File: config.mk
export PLATFORM = sky130hd
export DESIGN_NAME = sobel_frame_ctrl
export DESIGN_NICKNAME = d
export VERILOG_FILES = /design/src/rtl/sobel_frame_ctrl.sv
export SDC_FILE = /design/constraint.sdc
export NUM_CORES = 1
export LEC_CHECK = 0
export CAP_MARGIN = 20
export CORE_UTILIZATION = 25
export CTS_CLUSTER_SIZE = 40
export DETAILED_ROUTE_END_ITERATION = 8
export SKIP_CTS_REPAIR_TIMING = 1
export SLEW_MARGIN = 0
export SYNTH_ARGS = -nofsm -noshare
export SYNTH_HDL_FRONTEND = slang
export SYNTH_SLANG_ARGS = --single-unit
File: constraint.sdc
create_clock -name clk -period 2 [get_ports clk]
set_input_delay 0.5 -clock clk [delete_from_list [all_inputs] [get_ports clk]]
set_output_delay 0.5 -clock clk [all_outputs]
set_load 0.01 [all_outputs]
File: src/rtl/sobel_frame_ctrl.sv
// Frame sequencer for a 3x3 Sobel pipeline: handshakes upstream pixels into
// the line buffer, tracks the raster position and flags the valid windows.
module sobel_frame_ctrl #(
    parameter int DATA_WIDTH = 8,
    parameter int IMG_WIDTH  = 128,
    parameter int IMG_HEIGHT = 128
) (
    input  logic                          clk,
    input  logic                          rst_n,
    input  logic                          start,
    input  logic                          abort,
    input  logic                          s_valid,
    output logic                          s_ready,
    input  logic [DATA_WIDTH-1:0]         s_data,
    output logic                          lb_valid_in,
    output logic [DATA_WIDTH-1:0]         lb_din,
    input  logic                          lb_line_valid,
    output logic                          m_valid,
    input  logic                          m_ready,
    output logic [$clog2(IMG_WIDTH)-1:0]  col,
    output logic [$clog2(IMG_HEIGHT)-1:0] row,
    output logic                          sof,
    output logic                          eol,
    output logic                          eof,
    output logic                          busy,
    output logic                          done,
    output logic                          lb_err,
    output logic [15:0]                   frame_cnt
);

    localparam int COL_W = $clog2(IMG_WIDTH);
    localparam int ROW_W = $clog2(IMG_HEIGHT);
    localparam logic [COL_W-1:0] COL_LAST = COL_W'(IMG_WIDTH - 1);
    localparam logic [ROW_W-1:0] ROW_LAST = ROW_W'(IMG_HEIGHT - 1);
    localparam logic [COL_W-1:0] COL_TWO  = COL_W'(2);
    localparam logic [ROW_W-1:0] ROW_TWO  = ROW_W'(2);

    typedef enum logic [1:0] {
        IDLE   = 2'd0,
        STREAM = 2'd1,
        DONE   = 2'd2
    } state_e;

    state_e           state_q, state_d;
    logic [COL_W-1:0] col_q, col_d;
    logic [ROW_W-1:0] row_q, row_d;
    logic [15:0]      frame_cnt_q, frame_cnt_d;
    logic             lb_err_q, lb_err_d;

    logic accept;
    logic last_pix;
    logic in_window;

    // Handshake, strobes and window markers, all combinational on current position
    always_comb begin
        s_ready     = (state_q == STREAM) && m_ready;
        accept      = s_valid && s_ready;
        last_pix    = (col_q == COL_LAST) && (row_q == ROW_LAST);
        in_window   = (col_q >= COL_TWO) && (row_q >= ROW_TWO);
        lb_valid_in = accept;
        lb_din      = s_data;
        m_valid     = accept && in_window;
        sof         = m_valid && (col_q == COL_TWO) && (row_q == ROW_TWO);
        eol         = m_valid && (col_q == COL_LAST);
        eof         = m_valid && last_pix;
        busy        = (state_q == STREAM);
        done        = (state_q == DONE);
        col         = col_q;
        row         = row_q;
        frame_cnt   = frame_cnt_q;
        lb_err      = lb_err_q;
    end

    // Next-state, raster position, frame counter and sticky error
    always_comb begin
        state_d     = state_q;
        col_d       = col_q;
        row_d       = row_q;
        frame_cnt_d = frame_cnt_q;
        lb_err_d    = lb_err_q | (accept && (row_q >= ROW_TWO) && !lb_line_valid);
        unique case (state_q)
            IDLE: begin
                if (start) begin
                    state_d = STREAM;
                    col_d   = '0;
                    row_d   = '0;
                end
            end
            STREAM: begin
                // abort outranks the final-pixel transition to DONE
                if (abort) begin
                    state_d = IDLE;
                    col_d   = '0;
                    row_d   = '0;
                end else if (accept) begin
                    if (col_q == COL_LAST) begin
                        col_d = '0;
                        if (last_pix) begin
                            row_d   = '0;
                            state_d = DONE;
                        end else begin
                            row_d = row_q + ROW_W'(1);
                        end
                    end else begin
                        col_d = col_q + COL_W'(1);
                    end
                end
            end
            DONE: begin
                state_d     = IDLE;
                frame_cnt_d = frame_cnt_q + 16'd1;
            end
            default: state_d = IDLE;
        endcase
    end

    // State and datapath registers with asynchronous active-low reset
    always_ff @(posedge clk or negedge rst_n) begin
        if (!rst_n) begin
            state_q     <= IDLE;
            col_q       <= '0;
            row_q       <= '0;
            frame_cnt_q <= '0;
            lb_err_q    <= 1'b0;
        end else begin
            state_q     <= state_d;
            col_q       <= col_d;
            row_q       <= row_d;
            frame_cnt_q <= frame_cnt_d;
            lb_err_q    <= lb_err_d;
        end
    end

endmodule

After elaboration in Yosys (flattened, before gate mapping)
Cells that the tools add are included.
{"block": "word_totals", "out_inout_bits": 47, "elab_cells": 54, "inputBits": 15, "register_bits": 33}
{"block": "classes", "mux": 16, "reduce_logical": 17, "eq_ne": 10, "n_lt_le_gt_ge": 2, "n_bitwise": 1, "add_sub_neg": 3}
{"cell": "$mux 7", "n": 8}
{"cell": "$pmux 7 s2", "n": 2}
{"cell": "$add 16x1->16 const B", "n": 1}
{"cell": "$add 7x1->7 const B", "n": 2}
{"cell": "$eq 7x2->1 const B", "n": 2}
{"cell": "$eq 7x7->1 const B", "n": 2}
{"cell": "$ge 7x2->1 const B", "n": 2}
{"cell": "$logic_and 1x1->1", "n": 11}
{"cell": "$mux 2", "n": 5}
{"cell": "$ne 3x2->1 const B", "n": 3}
{"cell": "$reduce_and 4->1", "n": 2}
{"cell": "$pmux 2 s2", "n": 1}
{"cell": "$reduce_and 3->1", "n": 1}
{"cell": "$eq 2x1->1 const B", "n": 1}
{"cell": "$eq 2x2->1 const B", "n": 1}
{"cell": "$logic_not 2->1", "n": 1}
{"cell": "$ne 2x2->1 const B", "n": 1}
{"cell": "$reduce_bool 2->1", "n": 1}
{"cell": "$logic_not 1->1", "n": 1}
{"cell": "$or 1x1->1", "n": 1}

Longest topological paths before layout
Gate-level depths: netlist (run 1).
{"block": "logic_depth", "word_depth": 7, "mapped_depth": 6}

Worst setup path before layout (run 1)
OpenSTA, ideal clock, no wires.
{"block": "synth_timing", "path_type": "register -> output", "start": "register state_q[1]", "end": "output port sof", "path_buffers": 0, "required_time_ns": 1.500, "stages_incl_launch_ff": 5, "slack_ns": 0.063, "t_arrival_ns": 1.437, "cell_sequence": "dfrtp_1 > nor2b_1 > and3_1 > nand3_1 > nor4_1"}
{"block": "synth_via", "elab_chain_cells": 6}
{"element": "start, declared", "line_no": "44", "source": "state_e state_q, state_d;"}
{"element": "start signal, assigned", "line_no": "126", "source": "state_q <= state_d;"}
{"element": "$eq 2x1->1"}
{"element": "named net busy", "line_no": "25", "source": "output logic busy,"}
{"element": "$logic_and 1x1->1", "line_no": "56", "source": "s_ready = (state_q == STREAM) && m_ready;"}
{"element": "$logic_and 1x1->1", "line_no": "57", "source": "accept = s_valid && s_ready;"}
{"element": "named net lb_valid_in", "line_no": "15", "source": "output logic lb_valid_in,"}
{"element": "$logic_and 1x1->1", "line_no": "62", "source": "m_valid = accept && in_window;"}
{"element": "$logic_and 1x1->1 (2 in a row)", "line_no": "63", "source": "sof = m_valid && (col_q == COL_TWO) && (row_q == ROW_TWO);"}
{"element": "end, declared", "line_no": "22", "source": "output logic sof,"}
The timed path passes the listed nets, and every way through them passes these cells.

Worst setup path in the final report (run 1)
{"block": "layout_timing", "start": "register col_q[5] (netlist: col[5])", "end": "output port sof"}
{"block": "layout_via", "elab_chain_cells": 5}
{"element": "start, declared", "line_no": "45", "source": "logic [COL_W-1:0] col_q, col_d;"}
{"element": "start signal, assigned", "line_no": "127", "source": "col_q <= col_d;"}
{"element": "$ge 7x2->1", "line_no": "59", "source": "in_window = (col_q >= COL_TWO) && (row_q >= ROW_TWO);"}
{"element": "$logic_and 1x1->1", "line_no": "59"}
{"element": "$logic_and 1x1->1", "line_no": "62"}
{"element": "$logic_and 1x1->1 * (2 in a row)", "line_no": "63"}
Every way passes the cells marked *; elsewhere a longest branch is shown, timed or not.

==> qor.yml, run 1 <==
run_status:
  status: "complete, but fails checks"
  violations: "negative setup slack"
yosys:
  synth_edf_count: 0
  ys_warn_count: 0
  synthFlopType: "dfrtp_1"
  synth.distinct_cells: 48
  synth.avg_cell_area_um2: 9.82
  ys_ff_latch: 33
  synth_top_cell_area_share: 0.445
  synth_cells: 189
  synth_area_leader_cell: "dfrtp_1"
  syn-cell-area_um2: 1860
  syn_nets: 209
  synth_area_leaders: "dfrtp_1, xnor2_1, buf_4"
  synth.yosys.seq_area_share: 0.445
  async_flop_share: 1.00
clock_tree:
  cts_buffer_depth: 2
  clk_latency_ps: 280
  path_clk_slew_ps: 70
  clockRootBuffer: "clkbuf_8"
  htreeDepth: 2
  cts_tree: "built"
  cts_sinks: 33
  numCtsBuffers: 5
hold_path:
  min_to: "frame_cnt[15]"
  hold_path_class: "flip-flop to flip-flop"
  holdCritStartpoint: "frame_cnt[15]"
  min_path_cells: 1
setup_path:
  r2r_cells: 7
  rr_endpoint: "row[4]"
  critPathCaptureType: "primary output"
  reg2reg_setup_slack_ps: 240
  crit_fanout: 2
  cp.required_ps: 1500
  start_kind: "flip-flop"
  r2r_start: "row[1]"
  crit_type: "flip-flop to primary output"
  critPathLaunch: "col[5]"
  arrival_ps: 1680
floorplan:
  core_um2: 7210
  start_util: 0.257
  ios: 62
  core.rowCount: 31
  design.die.area_um2: 7780
  die_h_um: 88.2
  die_x_um: 88.2
route:
  drt_iter0_markers: 66
  drc: 0
  vias: 1722
  drt-total-wl_mm: 4.81
  firstDrtPassIters: 4
  antenna_left: 0
  post_drt_wl_per_cell_um: 13.0
  via_per_inst: 4.65
job:
  drv_cap: 0
sta:
  slew_headroom: 0.718
  finalCritPeriodShare: 1.09
  setup_viol: 4
  finClkSkew_ps: 9.05
  hold_violations: 0
  rsz0062_at_grt: "true"
  maxSlewViolCount: 0
  min_period_ps: 2180
  fin_ws_ps: -183
  fmaxAchievable_mhz: 458
  tightest_slew_ps: 423
placed_design:
  hpwl_mm: 3.54
  portBuffers: 45
  dp.cells: 359
  gp_congestion: 0.868
cells_and_area:
  fin_cells: 370
  antenna_cells: 0
  drive_gt1_frac: 0.295
  final_core_util: 0.395
  nFillCells: 754
  fin_nets: 290
  area_growth_pct: 53.5
global_route:
  grt_pass1_wl_mm: 7.80
  grt_pass1_vias: 1608
  grt_max_degree: 34
  overflow: 0
  grt_usage: 0.132
  grt_antenna_before_repair: 0
pwr:
  power.total_uw: 1500
  leakage_uw: 0.00134
  worst_ir_drop_vdd_mv: 0.217
  power_density_nw_per_um2: 525
-- cells in the final DEF (no fill, tap or decap), types with 2 or more instances in the layout --
cell type / synthesis / final
clkdlybuf4s50_1: 0 / 35
and3_1: 4 / 3
xnor2_1: 10 / 10
o211ai_1: 3 / 3
inv_1: 6 / 6
a21oi_1: 4 / 4
buf_2: 1 / 2
nor2_1: 14 / 14
nand3_2: 1 / 2
clkbuf_8: 0 / 6
o21ai_0: 11 / 11
nand4_1: 5 / 5
and2_1: 4 / 2
buf_4: 9 / 44
nand2_1: 14 / 13
a31oi_1: 4 / 4
nor3_1: 5 / 4
dlymetal6s2s_1: 0 / 6
dfrtp_1: 33 / 32
ha_1: 5 / 3
clkbuf_2: 0 / 2
ha_2: 0 / 2
and4_1: 4 / 4
and2_4: 0 / 2
nand3_1: 11 / 9
xor2_1: 5 / 5
a32oi_1: 2 / 2
o31ai_1: 3 / 2
-- flip-flops by register name (all words and copies together) (netlist names) --
name and flops:
row 7, state_q 2, lb_err 1, frame_cnt 16, col 7
-- cell usage after synthesis, drive strengths merged (2+ instances only) --
cell type,count
a31oi,4
xor2,5
nor3b,2
nand4,6
dfrtp,33
nand2,14
nor3,5
nand3,12
or4,2
a32oi,2
clkbuf,3
nor4,2
ha,5
buf,12
inv,6
o211ai,3
and4,4
nor2,14
and2,4
xnor2,10
o21ai,11
o31ai,3
a22o,2
and3,5
a21oi,4
-- worst max-delay path: stages (launching register included) --
cell	delay, ps
dfrtp_1	380
or4_4	580
nor4_2	270
clkbuf_2	180
-- through the flow --
| stage | TNS, ps | instance area, µm² | setup slack (ps) | hold WS [ps] |
|---|---|---|---|---|
| 3_5_place_dp | -4370 | 2630 | -617 | 465 |
| 3_3_place_gp | -4290 | 2630 | -639 | 455 |
| 2_1_floorplan | 0 | 1860 | 63.4 | 204 |
| 4_1_cts | -3110 | 2750 | -701 | 474 |
| 6_report | -357 | 2850 | -183 | 469 |
| 5_1_grt | -653 | 2850 | -264 | 490 |
-- metal layers --
metal | up-vias | GRT usage | routed length (µm)
li1 | 844 | - | -
met1 | 834 | 0.172 | 2290
met2 | 40 | 0.215 | 2270
met3 | 4 | 0.0292 | 218
met4 | 0 | 0.0455 | 26
met5 | - | 0 | 0
-- kinds of logic (layout without fill, tap and decap cells) --
| kind of cell | after synthesis | in the layout | share of synthesized area |
|---|---|---|---|
| AND/OR/NAND/NOR | 76 | 76 | 0.234 |
| flip-flops | 33 | 33 | 0.445 |
| multiplexers | 1 | 1 | 0.00606 |
| adder cells (fa/ha/maj) | 5 | 5 | 0.0337 |
| AO/OA/AOI/OAI | 38 | 38 | 0.141 |
| XOR/XNOR | 15 | 15 | 0.0708 |
| buffers and inverters | 21 | 103 | 0.0694 |
-- report_power, final --
group          switching [µW]  internal (µW)
Sequential               3.42            673
Combinational            86.4           88.8
Clock                     239            406
Total                     329           1170
-- cell type report --
type,instances,area [µm²],share of cell area
tap,99,124,0.0435
multi-input combinational,135,985,0.345
inverter,6,22.5,0.00790
timing repair buffer,89,776,0.272
clock buffer,7,86.3,0.0303
sequential,33,827,0.290
clock inverter,1,30.0,0.0105
-- how the worst max path moves through the flow --
stage / endpoint / cells after the start
after floorplan: sof / 4
after global placement: sof / 5
after detailed placement: sof / 5
after CTS: sof / 3
after global routing: sof / 3
final: sof / 3
Power figures use the tool's default switching activity.
==> run 2: changes to the inputs <==
Settings changed: DONT_BUFFER_PORTS set to 1.
==> run 2 against run 1 <==
The flow still finishes with violations (negative setup slack). Routed wire length shrank 0.71%. Sequential power is essentially flat. Die area did not move. Critical path depth unchanged. Cell count is 18% lower. Flip-flop and latch count unchanged. Setup slack gained 110 ps. Core utilization decreased by 8.0 points. Clock skew down 1.5 ps. First-iteration DRC count up 7.6%. Clock power decreased by 22%. Critical path type unchanged. Critical endpoint unchanged. Largest cell class unchanged. Highest routed layer unchanged.
==> qor.yml, run 2 (synthesis results as in run 1) <==
sta:
  setup_viol: 4
  hold_violations: 0
  slew_headroom: 0.715
  finClkSkew_ps: 7.52
  maxSlewViolCount: 0
  fmaxAchievable_mhz: 482
  rsz0062_at_grt: "true"
  finalCritPeriodShare: 1.04
  tightest_slew_ps: 428
  fin_ws_ps: -73.3
  min_period_ps: 2070
route:
  via_per_inst: 4.95
  firstDrtPassIters: 4
  post_drt_wl_per_cell_um: 15.7
  drt-total-wl_mm: 4.78
  drt_iter0_markers: 71
  antenna_left: 0
  vias: 1506
  drc: 0
cells_and_area:
  drive_gt1_frac: 0.307
  mostFrequentLayoutCell: "dfrtp_1"
  fin_nets: 224
  area_growth_pct: 22.4
  final_core_util: 0.315
  final_cell_mix: "dfrtp_1, buf_4, nand2_1"
  antenna_cells: 0
  largest_reg_flops: 16
global_route:
  grt_antenna_before_repair: 0
  overflow: 0
  grt_usage: 0.127
  grt_pass1_vias: 1482
  grt_max_degree: 34
  grt_pass1_wl_mm: 7.38
setup_path:
  cp.required_ps: 1500
  start_kind: "flip-flop"
  slowest_stage: "or4_4"
  crit_fanout: 2
  crit_chain: "or4_4 > nor4_4 > buf_4"
  critPathCaptureType: "primary output"
  arrival_ps: 1570
  crit_type: "flip-flop to primary output"
  cpPeakStageDelay_ps: 580
clock_tree:
  path_clk_slew_ps: 70
  numCtsBuffers: 5
  cts_tree: "built"
  clk_latency_ps: 290
  cts_buffer_depth: 2
  cts_sinks: 33
  htreeDepth: 2
  clockRootBuffer: "clkbuf_8"
floorplan:
  core_um2: 7210
  die_h_um: 88.2
  die_x_um: 88.2
  ios: 62
  start_util: 0.257
  core.rowCount: 31
  design.die.area_um2: 7780
pwr:
  leakage_uw: 0.000977
  worst_ir_drop_vdd_mv: 0.309
  power_density_nw_per_um2: 574
placed_design:
  gp_congestion: 0.820
  dpl_worst_slack_ps: 94.5
  hpwl_mm: 3.47
  portBuffers: 0
run_status:
  status: "complete, but fails checks"
  violations: "negative setup slack"
job:
  drv_cap: 0
hold_path:
  hold_path_class: "input pin to async pin"
run 2: cell count changes in the layout (fill, tap and decap cells not counted), moves of 3 or more:
cell and delta:
clkdlybuf4s50_1 -35, buf_4 -23, dlymetal6s2s_1 -6, nor2_1 -3
run 2: power by group:
part	internal (µW)	leakage, µW	switching [µW]
clock	240	0.0000439	261
combinational	50.7	0.000479	74.0
sequential	673	0.000454	5.48
run 2: worst max-delay path: cells and delay by family (launching register included):
kind	cells	cell delay [ps]
simple gates	2	740
flops	1	380
buf+inv	1	160
run 2: stage by stage:
step / std cells / area, µm² / TNS (ps) / hold WS, ps / total power [µW]
floorplan: 189 / 1860 / 0 / 204 / 784
global placement: 292 / 2020 / 0 / 205 / 790
detailed placement: 292 / 2020 / 0 / 205 / 792
CTS: 300 / 2100 / -792 / -110 / 1300
global route: 304 / 2270 / -362 / 39.8 / 1370
finish: 304 / 2270 / -133 / 33.3 / 1300
run 2: final cells by class:
type | instances | area (µm²)
timing repair buffer | 23 | 189
multi-input combinational | 135 | 1020
clock inverter | 3 | 17.5
tap | 99 | 124
fill | 768 | 4940
sequential | 33 | 830
inverter | 6 | 22.5
clock buffer | 5 | 68.8
run 2: final timing paths:
check | start | end | slack [ps] | cells past startpoint
hold / removal | rst_n | frame_cnt[0] | 30 | 1
setup reg to reg | col[0] | row[0] | 280 | 5
hold reg to reg | row[4] | row[4] | 510 | 1
setup / recovery | col[5] | sof | -70 | 3
min in group clk | lb_line_valid | lb_err | 300 | 1
max in group asynchronous | rst_n | col[0] | 1770 | 1
run 2: per-layer routing:
layer / wire length, µm / share of wire / GRT usage
met4: 72 / 0.015 / 0.0528
met3: 438 / 0.092 / 0.0481
met2: 2220 / 0.46 / 0.203
met5: 0 / 0 / 0
met1: 2050 / 0.43 / 0.153
==> run 3: changes to the inputs <==
Settings changed: GPL_TIMING_DRIVEN set to 0.
==> run 3 against run 2 <==
First-iteration DRC count grew 1.4%. Critical path type unchanged. Highest routed layer unchanged. Routed wire length decreased by 1.6%. The run still ends with negative setup slack left. Sequential share of layout area decreased by 0.48 points. Critical endpoint is now m_valid.
==> qor.yml, run 3 (synthesis results as in run 1) <==
setup_path:
  crit_chain: "or4_4 > nor4_4 > nor2_2"
  cp.required_ps: 1500
  rr_endpoint: "row[3]"
  critPathCaptureType: "primary output"
  start_kind: "flip-flop"
  cpPeakStageDelay_ps: 590
  arrival_ps: 1590
  r2r_start: "row[3]"
  r2r_cells: 7
  crit_type: "flip-flop to primary output"
  slowest_stage: "or4_4"
  reg2reg_setup_slack_ps: 80
  crit_fanout: 6
  critPathLaunch: "col[6]"
clock_tree:
  cts_tree: "built"
  cts_sinks: 33
  clockRootBuffer: "clkbuf_8"
  numCtsBuffers: 5
  cts_buffer_depth: 2
  clk_latency_ps: 280
  path_clk_slew_ps: 70
  htreeDepth: 2
floorplan:
  start_util: 0.257
  ios: 62
  die_x_um: 88.2
  die_h_um: 88.2
  design.die.area_um2: 7780
  core.rowCount: 31
  core_um2: 7210
sta:
  maxSlewViolCount: 0
  setup_viol: 4
  tightest_slew_ps: 420
  hold_violations: 0
  rsz0062_at_grt: "true"
  finClkSkew_ps: 7.05
  holdWs_ps: 42.6
  finalCritPeriodShare: 1.05
  slew_headroom: 0.720
  min_period_ps: 2090
  fin_ws_ps: -93.4
  fmaxAchievable_mhz: 478
cells_and_area:
  final_cell_mix: "buf_4, dfrtp_1, dfrtp_2"
  drive_gt1_frac: 0.367
  area_growth_pct: 26.1
  antenna_cells: 0
  largest_reg_flops: 16
  mostFrequentLayoutCell: "buf_4"
  final_core_util: 0.325
  fin_nets: 229
  nFillCells: 746
  fin_cells: 309
global_route:
  grt_max_degree: 34
  grt_usage: 0.120
  grt_antenna_before_repair: 0
  grt_pass1_vias: 1454
  grt_pass1_wl_mm: 7.13
  overflow: 0
route:
  post_drt_wl_per_cell_um: 15.2
  drt-total-wl_mm: 4.70
  drc: 0
  via_per_inst: 4.99
  firstDrtPassIters: 4
  antenna_left: 0
  drt_iter0_markers: 72
  vias: 1542
pwr:
  power.total_uw: 1330
  power_density_nw_per_um2: 567
  leakage_uw: 0.000987
  worst_ir_drop_vdd_mv: 0.188
job:
  drv_cap: 0
hold_path:
  hold_path_class: "input pin to async pin"
run_status:
  violations: "negative setup slack"
  status: "complete, but fails checks"
placed_design:
  portBuffers: 0
  hpwl_mm: 3.20
  dp.cells: 288
  gp_congestion: 0.798
## run 3: layout make-up
cell class	count	area (µm²)	area share
multi-input combinational	135	1040	0.445
sequential	33	843	0.360
timing repair buffer	15	129	0.0550
tap	99	124	0.0529
buffer	13	98.8	0.0422
clock buffer	6	72.6	0.0310
inverter	6	22.5	0.00962
clock inverter	2	10.0	0.00427
## run 3: report_power, final
part / total [µW] / switching [µW] / internal, µW
registers: 680 / 7.58 / 673
clock network: 488 / 247 / 241
logic: 159 / 85.0 / 73.5
total: 1330 / 340 / 987
## run 3: critical path, delay by kind of cell, from the launching register on
kind	cells	cell delay [ps]
simple gates	3	850
flops	1	460
## run 3: how the worst max path moves through the flow
stage | end | depth (start not counted)
2_1_floorplan | sof | 4
3_3_place_gp | sof | 4
3_5_place_dp | sof | 4
4_1_cts | sof | 4
5_1_grt | sof | 5
6_report | m_valid | 3
## run 3: per-layer routing
metal | share of wire | track usage | vias up | wire length [µm]
li1 | - | - | 720 | -
met1 | 0.41 | 0.143 | 767 | 1920
met2 | 0.50 | 0.199 | 53 | 2340
met3 | 0.088 | 0.0528 | 2 | 415
met4 | 0.0040 | 0.0323 | 0 | 19
met5 | 0 | 0 | - | 0
## run 3: metrics by stage
step | worst slack (ps) | setup TNS, ps | area [µm²]
after CTS | -574 | -1830 | 2060
final | -93.4 | -264 | 2340
after global routing | -155 | -587 | 2340
after floorplan | 63.4 | 0 | 1860
after detailed placement | -257 | -562 | 1980
after global placement | -285 | -592 | 1980
